`src/rtl/wb_stage_if.sv`:
```
// rtl/wb_stage_if.sv - MEM->WB input bus and write-back result signals
interface wb_stage_if;
    logic         WB_valid;
    logic [119:0] MEM_WB_bus_r;
    logic         rf_wen;
    logic [4:0]   rf_wdest;
    logic [31:0]  rf_wdata;
    logic         WB_over;
    logic [4:0]   WB_wdest;
    logic         cancel;
    logic [32:0]  exc_bus;
    logic [31:0]  WB_pc;

    modport master (
        output WB_valid, MEM_WB_bus_r,
        input  rf_wen, rf_wdest, rf_wdata, WB_over, WB_wdest, cancel, exc_bus, WB_pc
    );

    modport slave (
        input  WB_valid, MEM_WB_bus_r,
        output rf_wen, rf_wdest, rf_wdata, WB_over, WB_wdest, cancel, exc_bus, WB_pc
    );
endinterface

```
`src/rtl/wb_stage.sv`:
```
// rtl/wb_stage.sv - MIPS write-back stage with HI/LO and CP0 STATUS/CAUSE/EPC
module wb_stage #(
    parameter logic [31:0] EXC_ENTRY = 32'h0000_0000
) (
    input  logic    clk,
    input  logic    reset,
    wb_stage_if.slave wb
);
    localparam logic [7:0]  CP0_STATUS  = {5'd12, 3'd0};
    localparam logic [7:0]  CP0_CAUSE   = {5'd13, 3'd0};
    localparam logic [7:0]  CP0_EPC     = {5'd14, 3'd0};
    // Only IM[7:0], EXL and IE are implemented in STATUS.
    localparam logic [31:0] STATUS_MASK = 32'h0000_FF03;

    logic [31:0] hi_q, hi_d;
    logic [31:0] lo_q, lo_d;
    logic [31:0] status_q, status_d;
    logic [31:0] cause_q, cause_d;
    logic [31:0] epc_q, epc_d;

    // Bus field decode.
    logic        unused_bit;
    logic        f_rf_wen;
    logic [4:0]  f_rf_wdest;
    logic [31:0] f_mem_result;
    logic [31:0] f_lo_result;
    logic        f_hi_write, f_lo_write, f_mfhi, f_mflo, f_mtc0, f_mfc0;
    logic [7:0]  f_cp0r_addr;
    logic        f_syscall, f_eret, f_overflow;
    logic [31:0] f_pc;

    assign unused_bit   = wb.MEM_WB_bus_r[119];
    assign f_rf_wen     = wb.MEM_WB_bus_r[118];
    assign f_rf_wdest   = wb.MEM_WB_bus_r[117:113];
    assign f_mem_result = wb.MEM_WB_bus_r[112:81];
    assign f_lo_result  = wb.MEM_WB_bus_r[80:49];
    assign f_hi_write   = wb.MEM_WB_bus_r[48];
    assign f_lo_write   = wb.MEM_WB_bus_r[47];
    assign f_mfhi       = wb.MEM_WB_bus_r[46];
    assign f_mflo       = wb.MEM_WB_bus_r[45];
    assign f_mtc0       = wb.MEM_WB_bus_r[44];
    assign f_mfc0       = wb.MEM_WB_bus_r[43];
    assign f_cp0r_addr  = wb.MEM_WB_bus_r[42:35];
    assign f_syscall    = wb.MEM_WB_bus_r[34];
    assign f_eret       = wb.MEM_WB_bus_r[33];
    assign f_overflow   = wb.MEM_WB_bus_r[32];
    assign f_pc         = wb.MEM_WB_bus_r[31:0];

    logic        exc;
    logic        commit;
    logic [31:0] cp0_rdata;

    // Write-back outputs, redirect, and next values of HI/LO/CP0.
    always_comb begin
        exc    = wb.WB_valid & (f_syscall | f_overflow);
        commit = wb.WB_valid & ~exc;

        cp0_rdata = 32'h0;
        case (f_cp0r_addr)
            CP0_STATUS: cp0_rdata = status_q;
            CP0_CAUSE:  cp0_rdata = cause_q;
            CP0_EPC:    cp0_rdata = epc_q;
            default:    cp0_rdata = 32'h0;
        endcase

        wb.rf_wen   = commit & f_rf_wen;
        wb.rf_wdest = f_rf_wdest;
        wb.rf_wdata = f_mfhi ? hi_q :
                      f_mflo ? lo_q :
                      f_mfc0 ? cp0_rdata : f_mem_result;
        wb.WB_over  = wb.WB_valid;
        wb.WB_wdest = f_rf_wdest & {5{wb.WB_valid}};
        wb.WB_pc    = f_pc;
        wb.cancel   = exc | (wb.WB_valid & f_eret);
        // The eret target is the EPC value held before this cycle's update.
        wb.exc_bus  = {wb.cancel, exc ? EXC_ENTRY : epc_q};

        hi_d     = hi_q;
        lo_d     = lo_q;
        status_d = status_q;
        cause_d  = cause_q;
        epc_d    = epc_q;

        if (commit) begin
            if (f_hi_write) hi_d = f_mem_result;
            if (f_lo_write) lo_d = f_lo_result;
            if (f_mtc0) begin
                case (f_cp0r_addr)
                    CP0_STATUS: status_d = f_mem_result & STATUS_MASK;
                    CP0_EPC:    epc_d    = f_mem_result;
                    default:    ;
                endcase
            end
            if (f_eret) status_d[1] = 1'b0;
        end

        if (exc) begin
            epc_d         = f_pc;
            status_d[1]   = 1'b1;
            cause_d[31]   = 1'b0;
            cause_d[6:2]  = f_overflow ? 5'd12 : 5'd8;
        end
    end

    // Architectural register update with synchronous reset.
    always_ff @(posedge clk) begin
        if (reset) begin
            hi_q     <= 32'h0;
            lo_q     <= 32'h0;
            status_q <= 32'h0;
            cause_q  <= 32'h0;
            epc_q    <= 32'h0;
        end else begin
            hi_q     <= hi_d;
            lo_q     <= lo_d;
            status_q <= status_d;
            cause_q  <= cause_d;
            epc_q    <= epc_d;
        end
    end
endmodule
```
`src/flat_wrapper.sv`:
```
// flat-port wrapper written by rule: the top's interface ports become plain ports
module wb_stage_flat 
#(
    parameter logic [31:0] EXC_ENTRY = 32'h0000_0000
)
  (clk, reset, wb_WB_valid, wb_MEM_WB_bus_r, wb_rf_wen, wb_rf_wdest, wb_rf_wdata, wb_WB_over, wb_WB_wdest, wb_cancel, wb_exc_bus, wb_WB_pc);
  wb_stage_if wb_i ();
  input  logic clk;
  input  logic reset;
  input wire logic [$bits(wb_i.WB_valid)-1:0] wb_WB_valid;
  input wire logic [$bits(wb_i.MEM_WB_bus_r)-1:0] wb_MEM_WB_bus_r;
  output wire logic [$bits(wb_i.rf_wen)-1:0] wb_rf_wen;
  output wire logic [$bits(wb_i.rf_wdest)-1:0] wb_rf_wdest;
  output wire logic [$bits(wb_i.rf_wdata)-1:0] wb_rf_wdata;
  output wire logic [$bits(wb_i.WB_over)-1:0] wb_WB_over;
  output wire logic [$bits(wb_i.WB_wdest)-1:0] wb_WB_wdest;
  output wire logic [$bits(wb_i.cancel)-1:0] wb_cancel;
  output wire logic [$bits(wb_i.exc_bus)-1:0] wb_exc_bus;
  output wire logic [$bits(wb_i.WB_pc)-1:0] wb_WB_pc;
  assign wb_i.WB_valid = wb_WB_valid;
  assign wb_i.MEM_WB_bus_r = wb_MEM_WB_bus_r;
  assign wb_rf_wen = wb_i.rf_wen;
  assign wb_rf_wdest = wb_i.rf_wdest;
  assign wb_rf_wdata = wb_i.rf_wdata;
  assign wb_WB_over = wb_i.WB_over;
  assign wb_WB_wdest = wb_i.WB_wdest;
  assign wb_cancel = wb_i.cancel;
  assign wb_exc_bus = wb_i.exc_bus;
  assign wb_WB_pc = wb_i.WB_pc;
  wb_stage #(.EXC_ENTRY(EXC_ENTRY)) u_core (.clk(clk), .reset(reset), .wb(wb_i));
endmodule
```
`config.mk`:
```
export PLATFORM = sky130hd
export DESIGN_NAME = wb_stage_flat
export DESIGN_NICKNAME = d
export VERILOG_FILES = /design/src/rtl/wb_stage_if.sv /design/src/rtl/wb_stage.sv /design/src/flat_wrapper.sv
export SDC_FILE = /design/constraint.sdc
export NUM_CORES = 1
export LEC_CHECK = 0
export ABC_AREA = 1
export CORE_MARGIN = 8
export CORE_UTILIZATION = 45
export CTS_CLUSTER_DIAMETER = 100
export CTS_CLUSTER_SIZE = 12
export DETAILED_ROUTE_END_ITERATION = 16
export PLACE_DENSITY_LB_ADDON = 0.15
export SLEW_MARGIN = 20
export SYNTH_ARGS = -nofsm -noshare
export SYNTH_HDL_FRONTEND = slang
export SYNTH_SLANG_ARGS = --single-unit
export TNS_END_PERCENT = 30
```
`constraint.sdc`:
```
create_clock -name clk -period 1.8 [get_ports clk]
set_clock_uncertainty 0.05 [all_clocks]
set_input_delay 0.27 -clock clk [delete_from_list [all_inputs] [get_ports clk]]
set_output_delay 0.27 -clock clk [all_outputs]
set_load 0.1 [all_outputs]
```
After elaboration in Yosys (flattened, before gate mapping)
Cells that the tools add are included.
Widths: inputs -> output; s select.
{ "op_classes": {"reduce_logical": 10, "mux": 15, "n_eq_ne": 3, "n_bitwise": 8} }
{ "op_table": {"columns": ["operator", "n"], "rows": [
  ["$mux 32", 8],
  ["$pmux 32 s3", 1],
  ["$eq 8x7->1 const B", 3],
  ["$reduce_and 3->1", 3],
  ["$mux 2", 3],
  ["$reduce_bool 2->1", 3],
  ["$reduce_bool 3->1", 2],
  ["$and 5x5->5", 1],
  ["$and 1x1->1", 4],
  ["$reduce_and 2->1", 2],
  ["$mux 3", 1],
  ["$mux 1", 2],
  ["$or 1x1->1", 2],
  ["$not 1->1", 1]
]} }
{ "word_totals": {"out_inout_bits": 110, "input_bits": 123, "register_bits": 111} }

Logic depth before layout (Yosys ltp)
Gate-level depths: netlist (run 1).
{ "logic_depth": {"ltp_word": 6, "depth_mapped": 10, "ltp_nobuf": 9} }

Worst setup path before layout (run 1)
No wires, ideal clock.
{ "synth_timing": {"path_kind": "input -> output", "start": "input port wb_MEM_WB_bus_r[46]", "end": "output port wb_rf_wdata[16]", "stages": 4, "t_required_ns": 1.480, "arrival_time_ns": 2.843, "path_slack_ns": -1.363, "n_path_buf": 2, "path_cell_list": "clkbuf_1 inv_1 clkbuf_1 o21ai_0"} }
{ "synth_between": {"elab_chain_len": 1} }
{ "synth_lines": {"columns": ["item", "line_no", "rtl"], "rows": [
  ["start, declared", "flat_wrapper.sv:11", "input wire logic [$bits(wb_i.MEM_WB_bus_r)-1:0] wb_MEM_WB_bus_r;"],
  ["$mux 32", "wb_stage.sv:68", "wb.rf_wdata = f_mfhi ? hi_q :"],
  ["end, declared", "flat_wrapper.sv:14", "output wire logic [$bits(wb_i.rf_wdata)-1:0] wb_rf_wdata;"]
]} }
No other way between the ends.

Worst setup path after layout (run 1)
{ "layout_timing": {"start": "input port wb_MEM_WB_bus_r[38]", "end": "output port wb_rf_wdata[5]"} }
{ "layout_between": {"elab_chain_len": 5, "word_cells_on_any_way": 7, "cone_classes": "eq/ne: 3; mux: 4"} }
{ "layout_lines": {"columns": ["item", "line_no", "rtl"], "rows": [
  ["$eq 8x7->1", "wb_stage.sv:59", "case (f_cp0r_addr)"],
  ["$pmux 32 s3 *", "wb_stage.sv:59", null],
  ["$mux 32 *", "wb_stage.sv:70", "f_mfc0 ? cp0_rdata : f_mem_result;"],
  ["$mux 32 *", "wb_stage.sv:69", "f_mflo ? lo_q :"],
  ["$mux 32 *", "wb_stage.sv:68", null]
]} }
Mark *: on every way between the ends. The rest lies on a longest branch, timed or not.

==> results of run 1 <==
[tightest hold or removal path, stage by stage]
cell	delay [ns]
clkdlybuf4s15_1	0.27
nand2_1	0.12
a21oi_1	0.06
[per-stage QoR]
step                  util  hold WS [ns]  instance area [µm²]  worst slack [ns]  power [W]
global route        0.8177        0.3895                11260           -0.2036   0.008086
detailed placement  0.7573        0.3959                10430           -0.5290   0.005742
floorplan                -        0.2891                 6698           -0.2566   0.004479
CTS                 0.8002        0.3762                11020          -0.08240   0.007784
global placement    0.7573        0.3884                10430           -0.5287   0.005710
finish              0.8177        0.3579                11260           -0.1392   0.007813
[Yosys cell counts]
cell / number / area (µm²)
dfxtp_1: 108 / 2162
o21ai_4: 1 / 16.27
inv_2: 6 / 22.52
inv_1: 133 / 499.2
buf_1: 5 / 18.77
buf_2: 19 / 95.09
a21oi_1: 119 / 595.6
nor2_2: 3 / 18.77
nand2_2: 2 / 12.51
and2_1: 1 / 6.260
nand3_1: 66 / 330.3
clkbuf_1: 45 / 168.9
nor2_1: 103 / 386.6
nand4_1: 1 / 6.260
nand2_1: 311 / 1167
nor2_4: 1 / 11.26
o21ai_0: 94 / 470.5
buf_4: 39 / 292.8
[report_power, final]
part	total, W	internal (W)	switching [W]
Clock	0.00202	0.00102	0.000997
Combinational	0.00322	0.00121	0.00201
Sequential	0.00257	0.00250	0.0000768
[final timing paths]
path,slack (ns),end,cells past startpoint
worst min register to register,0.40,u_core.lo_q[9],2
worst max-delay path,-0.14,wb_rf_wdata[5],13
worst min-delay path,0.36,u_core.cause_q[4],3
worst max register to register,1.00,u_core.status_q[15],2
[metal layers]
layer  global-route usage  share of wire  vias to the layer above
li1                     -              -                     3673
met1               0.2693           0.35                     3446
met2               0.4898           0.53                      370
met3              0.05385          0.071                       92
met4               0.1497          0.047                        0
met5                    0              0                        -
[logic make-up (layout without fill, tap and decap cells)]
family | count (synthesis) | count (layout)
buf+inv | 247 | 464
simple gates | 488 | 488
flops | 108 | 108
compound gates | 214 | 214
other cells | 0 | 1
[repair_timing]
action                                  4_1_cts  5_1_grt
pin swaps                                    16       24
buffers inserted                              6        2
gates cloned                                  3        2
gates resized for setup                     113       41
endpoints found under the setup margin       67       42
[area by class of cell]
cell class                      count  share of cell area
Antenna cell                        1           0.0002222
Clock buffer                       10             0.02122
Clock inverter                      6            0.005333
Inverter                          139             0.04677
Multi-Input combinational cell    702              0.3306
Sequential cell                   108              0.1920
Tap cell                          180             0.02000
Timing Repair Buffer              309              0.3838
[registers in the layout, summed over array words and instances (netlist names)]
signal / flops
u_core.epc_q: 32
u_core.hi_q: 32
u_core.lo_q: 32
u_core.status_q: 10
u_core.cause_q: 2
==> flow_metrics.py, run 1 <==
metrics = {
    "run_status": {
        "outcome": "finished, violations left",
        "violations": "setup timing",
    },
    "clocking": {
        "postCtsHoldBufs": 0,
        "h-tree-depth": 3,
        "cts_sinks": 108,
        "clock_latency_ns": 0.36,
        "cts-root-buf": "clkbuf_16",
        "cts_buffer_depth": 2,
        "cts_tree": "done",
        "clk_pin_slew_ns": 0.07,
        "cts_buffers": 9,
    },
    "floorplan": {
        "die_width_um": 134.1,
        "fp.dieArea_um2": 17990,
        "ioPinCount": 233,
        "initial_utilization": 0.4560,
        "core_area_um2": 13770,
        "floorplan.die.height_um": 134.1,
        "num_rows": 43,
    },
    "hold_path": {
        "hold_start": "wb_WB_valid",
        "min_path_type": "in2reg",
    },
    "global_routing": {
        "grt_pass1_wl_um": 37650,
        "antenna_found_initial": 1,
        "grt_overflow": 0,
        "grt_pass1_vias": 7432,
        "grt_start_max_net_pins": 58,
        "track_usage": 0.2637,
    },
    "worst_setup_path": {
        "critPathRequiredTime_ns": 1.48,
        "cpPeakStageDelay_ns": 0.18,
        "startpoint": "wb_MEM_WB_bus_r[38]",
        "path_buf_inv": 5,
        "cp-start-kind": "primary input",
        "cp_cell_sequence": "buf_8 > inv_4 > nand2_4 > nor2_4 > buf_6 > clkbuf_16 > nand3_1 > nand2_1 > nand2_1 > nand2_2 > nand2_1 > nand2_2 > buf_12",
        "path_delay_family": "simple AND/OR/NAND/NOR gates",
        "regToRegStartpoint": "u_core.status_q[15]",
        "cp.arrival_ns": 1.62,
        "criticalPathCategory": "in2out",
        "slowest_stage": "buf_6",
        "end_kind": "primary output",
        "cp_max_fo": 6,
        "crit_top_cell": "nand2_1",
    },
    "logic_synthesis": {
        "synth_xor_area_frac": 0,
        "synth-adder-area-share": 0,
        "postSynthAreaPerCell_um2": 5.942,
        "yosysSeqAreaShare": 0.3442,
        "yosys_warnings": 0,
        "synth_top_family_by_area": "simple AND/OR/NAND/NOR gates",
        "syn_inst": 1057,
        "muxShareOfSynthArea": 0,
        "syn_area_um2": 6281,
        "synth_nets": 1180,
        "ys_ff_latch": 108,
        "yosysUniqueCellTypes": 18,
        "synth_compound_area_frac": 0.1723,
        "synthSimpleGateAreaFrac": 0.3088,
    },
    "placed_design": {
        "place.port_buffers": 231,
        "gp_congestion": 0.9255,
        "placed_cells_incl_taps": 1425,
        "dpl.hpwl_um": 18040,
    },
    "power": {
        "power_density_nw_per_um2": 693.8,
        "leakage_nw": 4.859,
        "ir_worst_vdd_uv": 472.2,
    },
    "sta": {
        "min_period_ns": 1.939,
        "rsz0062_at_grt": "yes",
        "fmax_mhz": 515.7,
        "relSlewSlack": 0.7780,
        "fin_ws_ns": -0.1392,
        "report.final.slew_viol_count": 0,
        "setup_viol": 21,
        "setup_tns_ns": -1.424,
        "final_hold_viol_count": 0,
        "min_period_over_period": 1.077,
        "worst_pin_slew_ns": 0.3321,
    },
    "routing": {
        "routed_wl_um": 24860,
        "drtIter0Drc": 582,
        "viasPerCell": 5.210,
        "drtPass1Iterations": 5,
        "drc": 0,
        "wl_per_cell_um": 17.08,
        "via_count": 7581,
        "detail-route-antenna-nets": 0,
    },
    "final_layout": {
        "multi_input_area_um2": 3724,
        "final_common_cell": "nand2_1",
        "fillCellCount": 910,
        "layout_common_cells": "288 x nand2_1, 130 x inv_1, 127 x buf_12",
        "fin_cells": 1455,
        "layout.nets": 1392,
        "ff_latch_area_um2": 2162,
        "area_growth_syn_to_layout_pct": 79.30,
        "drive_gt1_frac": 0.2708,
    },
    "flow_run": {
        "max_cap_viol_count": 0,
    },
}
Note: power is estimated with default switching activity, not from simulation.
==> run 2: changes to the inputs <==
Settings changed: ABC_AREA 1 to default.
==> flow_metrics.py, run 2 <==
metrics = {
    "logic_synthesis": {
        "syn_inst": 788,
        "synth-edff-count": 0,
        "yosysUniqueCellTypes": 35,
        "synth_nets": 911,
        "postSynthAreaPerCell_um2": 7.944,
        "yosysSeqAreaShare": 0.3454,
        "yosysMostFrequentCell": "nand2_1",
        "yosys_warnings": 0,
        "synth_top_area_cell": "dfxtp_1",
        "ys_ff_latch": 108,
        "netlist_top_cells_count": "130 x nand2_1, 108 x dfxtp_1, 98 x a21oi_1",
        "synthFlopType": "dfxtp_1",
        "syn_area_um2": 6260,
        "synth.area.top_cells": "dfxtp_1 35%, a21oi_1 7.8%, nand2_1 7.8%",
        "synth_top_area_frac": 0.3454,
        "async_flop_share": 0,
    },
    "global_routing": {
        "grt_overflow": 0,
        "grt_start_max_net_pins": 54,
        "grt_pass1_vias": 7774,
        "antenna_found_initial": 1,
        "track_usage": 0.3074,
        "grt_pass1_wl_um": 43490,
    },
    "sta": {
        "fmax_mhz": 488.0,
        "min_period_over_period": 1.138,
        "rsz0062_at_grt": "yes",
        "min_period_ns": 2.049,
        "setup_viol": 33,
        "setup_tns_ns": -5.645,
        "worst_pin_slew_ns": 0.5407,
        "fin_ws_ns": -0.2492,
        "relSlewSlack": 0.6395,
        "final_hold_viol_count": 0,
        "report.final.slew_viol_count": 0,
    },
    "floorplan": {
        "initial_utilization": 0.4563,
        "ioPinCount": 233,
        "num_rows": 43,
        "fp.dieArea_um2": 17940,
        "die_width_um": 133.9,
        "core_area_um2": 13720,
        "floorplan.die.height_um": 133.9,
    },
    "clocking": {
        "cts_tree": "done",
        "cts-root-buf": "clkbuf_16",
        "postCtsHoldBufs": 0,
        "cts_buffer_depth": 2,
        "clk_pin_slew_ns": 0.08,
        "cts_sinks": 108,
        "h-tree-depth": 3,
        "cts_buffers": 9,
        "clock_latency_ns": 0.35,
    },
    "worst_setup_path": {
        "slowest_stage": "a221oi_4",
        "cp_max_fo": 5,
        "cp_cell_sequence": "buf_6 > and4b_2 > buf_6 > buf_6 > buf_12 > nand4_1 > a221oi_4 > buf_12",
        "path_buf_inv": 5,
        "criticalPathCategory": "in2out",
        "crit_top_cell": "buf_6",
        "critPathRequiredTime_ns": 1.48,
        "cp.arrival_ns": 1.73,
        "end_kind": "primary output",
        "path_delay_family": "buffers and inverters",
        "cp-start-kind": "primary input",
        "cpPeakStageDelay_ns": 0.35,
    },
    "final_layout": {
        "utilization": 0.8433,
        "area_growth_syn_to_layout_pct": 84.83,
        "drive_gt1_frac": 0.3300,
        "layout.nets": 1127,
        "final_common_cell": "buf_12",
        "layout_common_cells": "131 x buf_12, 130 x nand2_1, 108 x dfxtp_1",
        "final_area_um2": 11570,
        "reg.largest.list": "u_core.epc_q (32), u_core.hi_q (32), u_core.lo_q (32)",
    },
    "run_status": {
        "violations": "setup timing",
        "outcome": "finished, violations left",
    },
    "placed_design": {
        "dpl.hpwl_um": 19570,
        "place.port_buffers": 231,
        "gp_congestion": 0.8383,
        "postPlaceCellArea_um2": 10790,
    },
    "hold_path": {
        "min_path_type": "in2reg",
    },
    "routing": {
        "wl_per_cell_um": 23.71,
        "drtIter0Drc": 733,
        "drc": 0,
        "drtPass1Iterations": 6,
        "viasPerCell": 6.100,
        "via_count": 7265,
        "detail-route-antenna-nets": 0,
        "routed_wl_um": 28230,
    },
    "flow_run": {
        "max_cap_viol_count": 0,
    },
    "power": {
        "power_frac_clock": 0.246,
        "swShare": 0.3920,
        "power_density_nw_per_um2": 678.8,
        "pwr-share-comb": 0.429,
        "p_seq_frac": 0.325,
        "leakage_nw": 4.275,
        "ir_worst_vdd_uv": 577.9,
        "netSwitchingPower_w": 0.003079,
        "p_int_w": 0.004775,
    },
}
[run 2: cell count changes after synthesis, moves of 32 or more]
cell / before / now
o21ai_0: 94 / 1
a311oi_1: 0 / 33
a221oi_1: 0 / 32
inv_1: 133 / 33
nor2_1: 103 / 3
and2_1: 1 / 37
mux2i_1: 0 / 41
nand2_1: 311 / 130
nor3b_1: 0 / 32
nand3_1: 66 / 10
a211oi_1: 0 / 33
[run 2: final timing paths]
| path | slack (ns) | start | end | cells after the start |
|---|---|---|---|---|
| max | -0.25 | wb_MEM_WB_bus_r[42] | wb_rf_wdata[2] | 8 |
| min reg2reg | 0.41 | u_core.hi_q[24] | u_core.hi_q[24] | 2 |
| max reg2reg | 0.87 | u_core.epc_q[1] | u_core.epc_q[1] | 2 |
| min | 0.33 | reset | u_core.hi_q[15] | 2 |
[run 2: metal layers]
metal,global-route usage,vias to the layer above,part of all wire
met2,0.5398,433,0.51
met5,0,-,0
met4,0.1909,0,0.054
li1,-,3219,-
met1,0.3200,3489,0.35
met3,0.08452,124,0.088
[run 2: stage by stage]
stage               power, W  worst slack [ns]  cells  hold slack, ns
detailed placement  0.005849           -0.5606   1158          0.3974
finish              0.007854           -0.2492   1191          0.3290
global route        0.008059           -0.3072   1191          0.3662
global placement    0.005796           -0.5261   1158          0.3913
CTS                 0.007814           -0.2237   1190          0.3154
floorplan           0.004517           -0.4176    788          0.3560
[run 2: kinds of logic (layout without fill, tap and decap cells)]
| logic type | count (synthesis) | after routing | share of synthesized area |
|---|---|---|---|
| flip-flops | 108 | 108 | 0.3454 |
| buffers and inverters | 157 | 378 | 0.1253 |
| AO/OA/AOI/OAI | 203 | 203 | 0.2175 |
| multiplexers | 51 | 51 | 0.08355 |
| AND/OR/NAND/NOR | 269 | 269 | 0.2283 |
| other | 0 | 2 | 0 |
[run 2: area by class of cell]
cell class	count	area [µm²]
Clock buffer	9	225.2
Tap cell	180	225.2
Antenna cell	2	5.005
Sequential cell	108	2162
Multi-Input combinational cell	523	4218
Inverter	33	123.9
Clock inverter	7	50.05
Fill cell	751	2150
Timing Repair Buffer	329	4561
[run 2: worst reg2reg max path, stage by stage (launching register included)]
cell      delay, ns
dfxtp_1        0.33
a311oi_1       0.29
a211oi_1       0.11
[run 2: repair_timing]
action | 4_1_cts | 5_1_grt
pin swaps | 48 | 6
endpoints found under the setup margin | 113 | 62
cloned | 7 | 0
resized for setup | 101 | 7
endpoints found under the hold margin | 0 | 0
setup buffers | 9 | 0
[run 2: power groups by stage]
stage          combinational, W  sequential, W  clock (W)
2_1_floorplan           0.00194        0.00258          0
3_3_place_gp            0.00321        0.00259          0
3_5_place_dp            0.00325        0.00260          0
4_1_cts                 0.00335        0.00254    0.00193
5_1_grt                 0.00347        0.00256    0.00204
6_report                0.00337        0.00255    0.00194
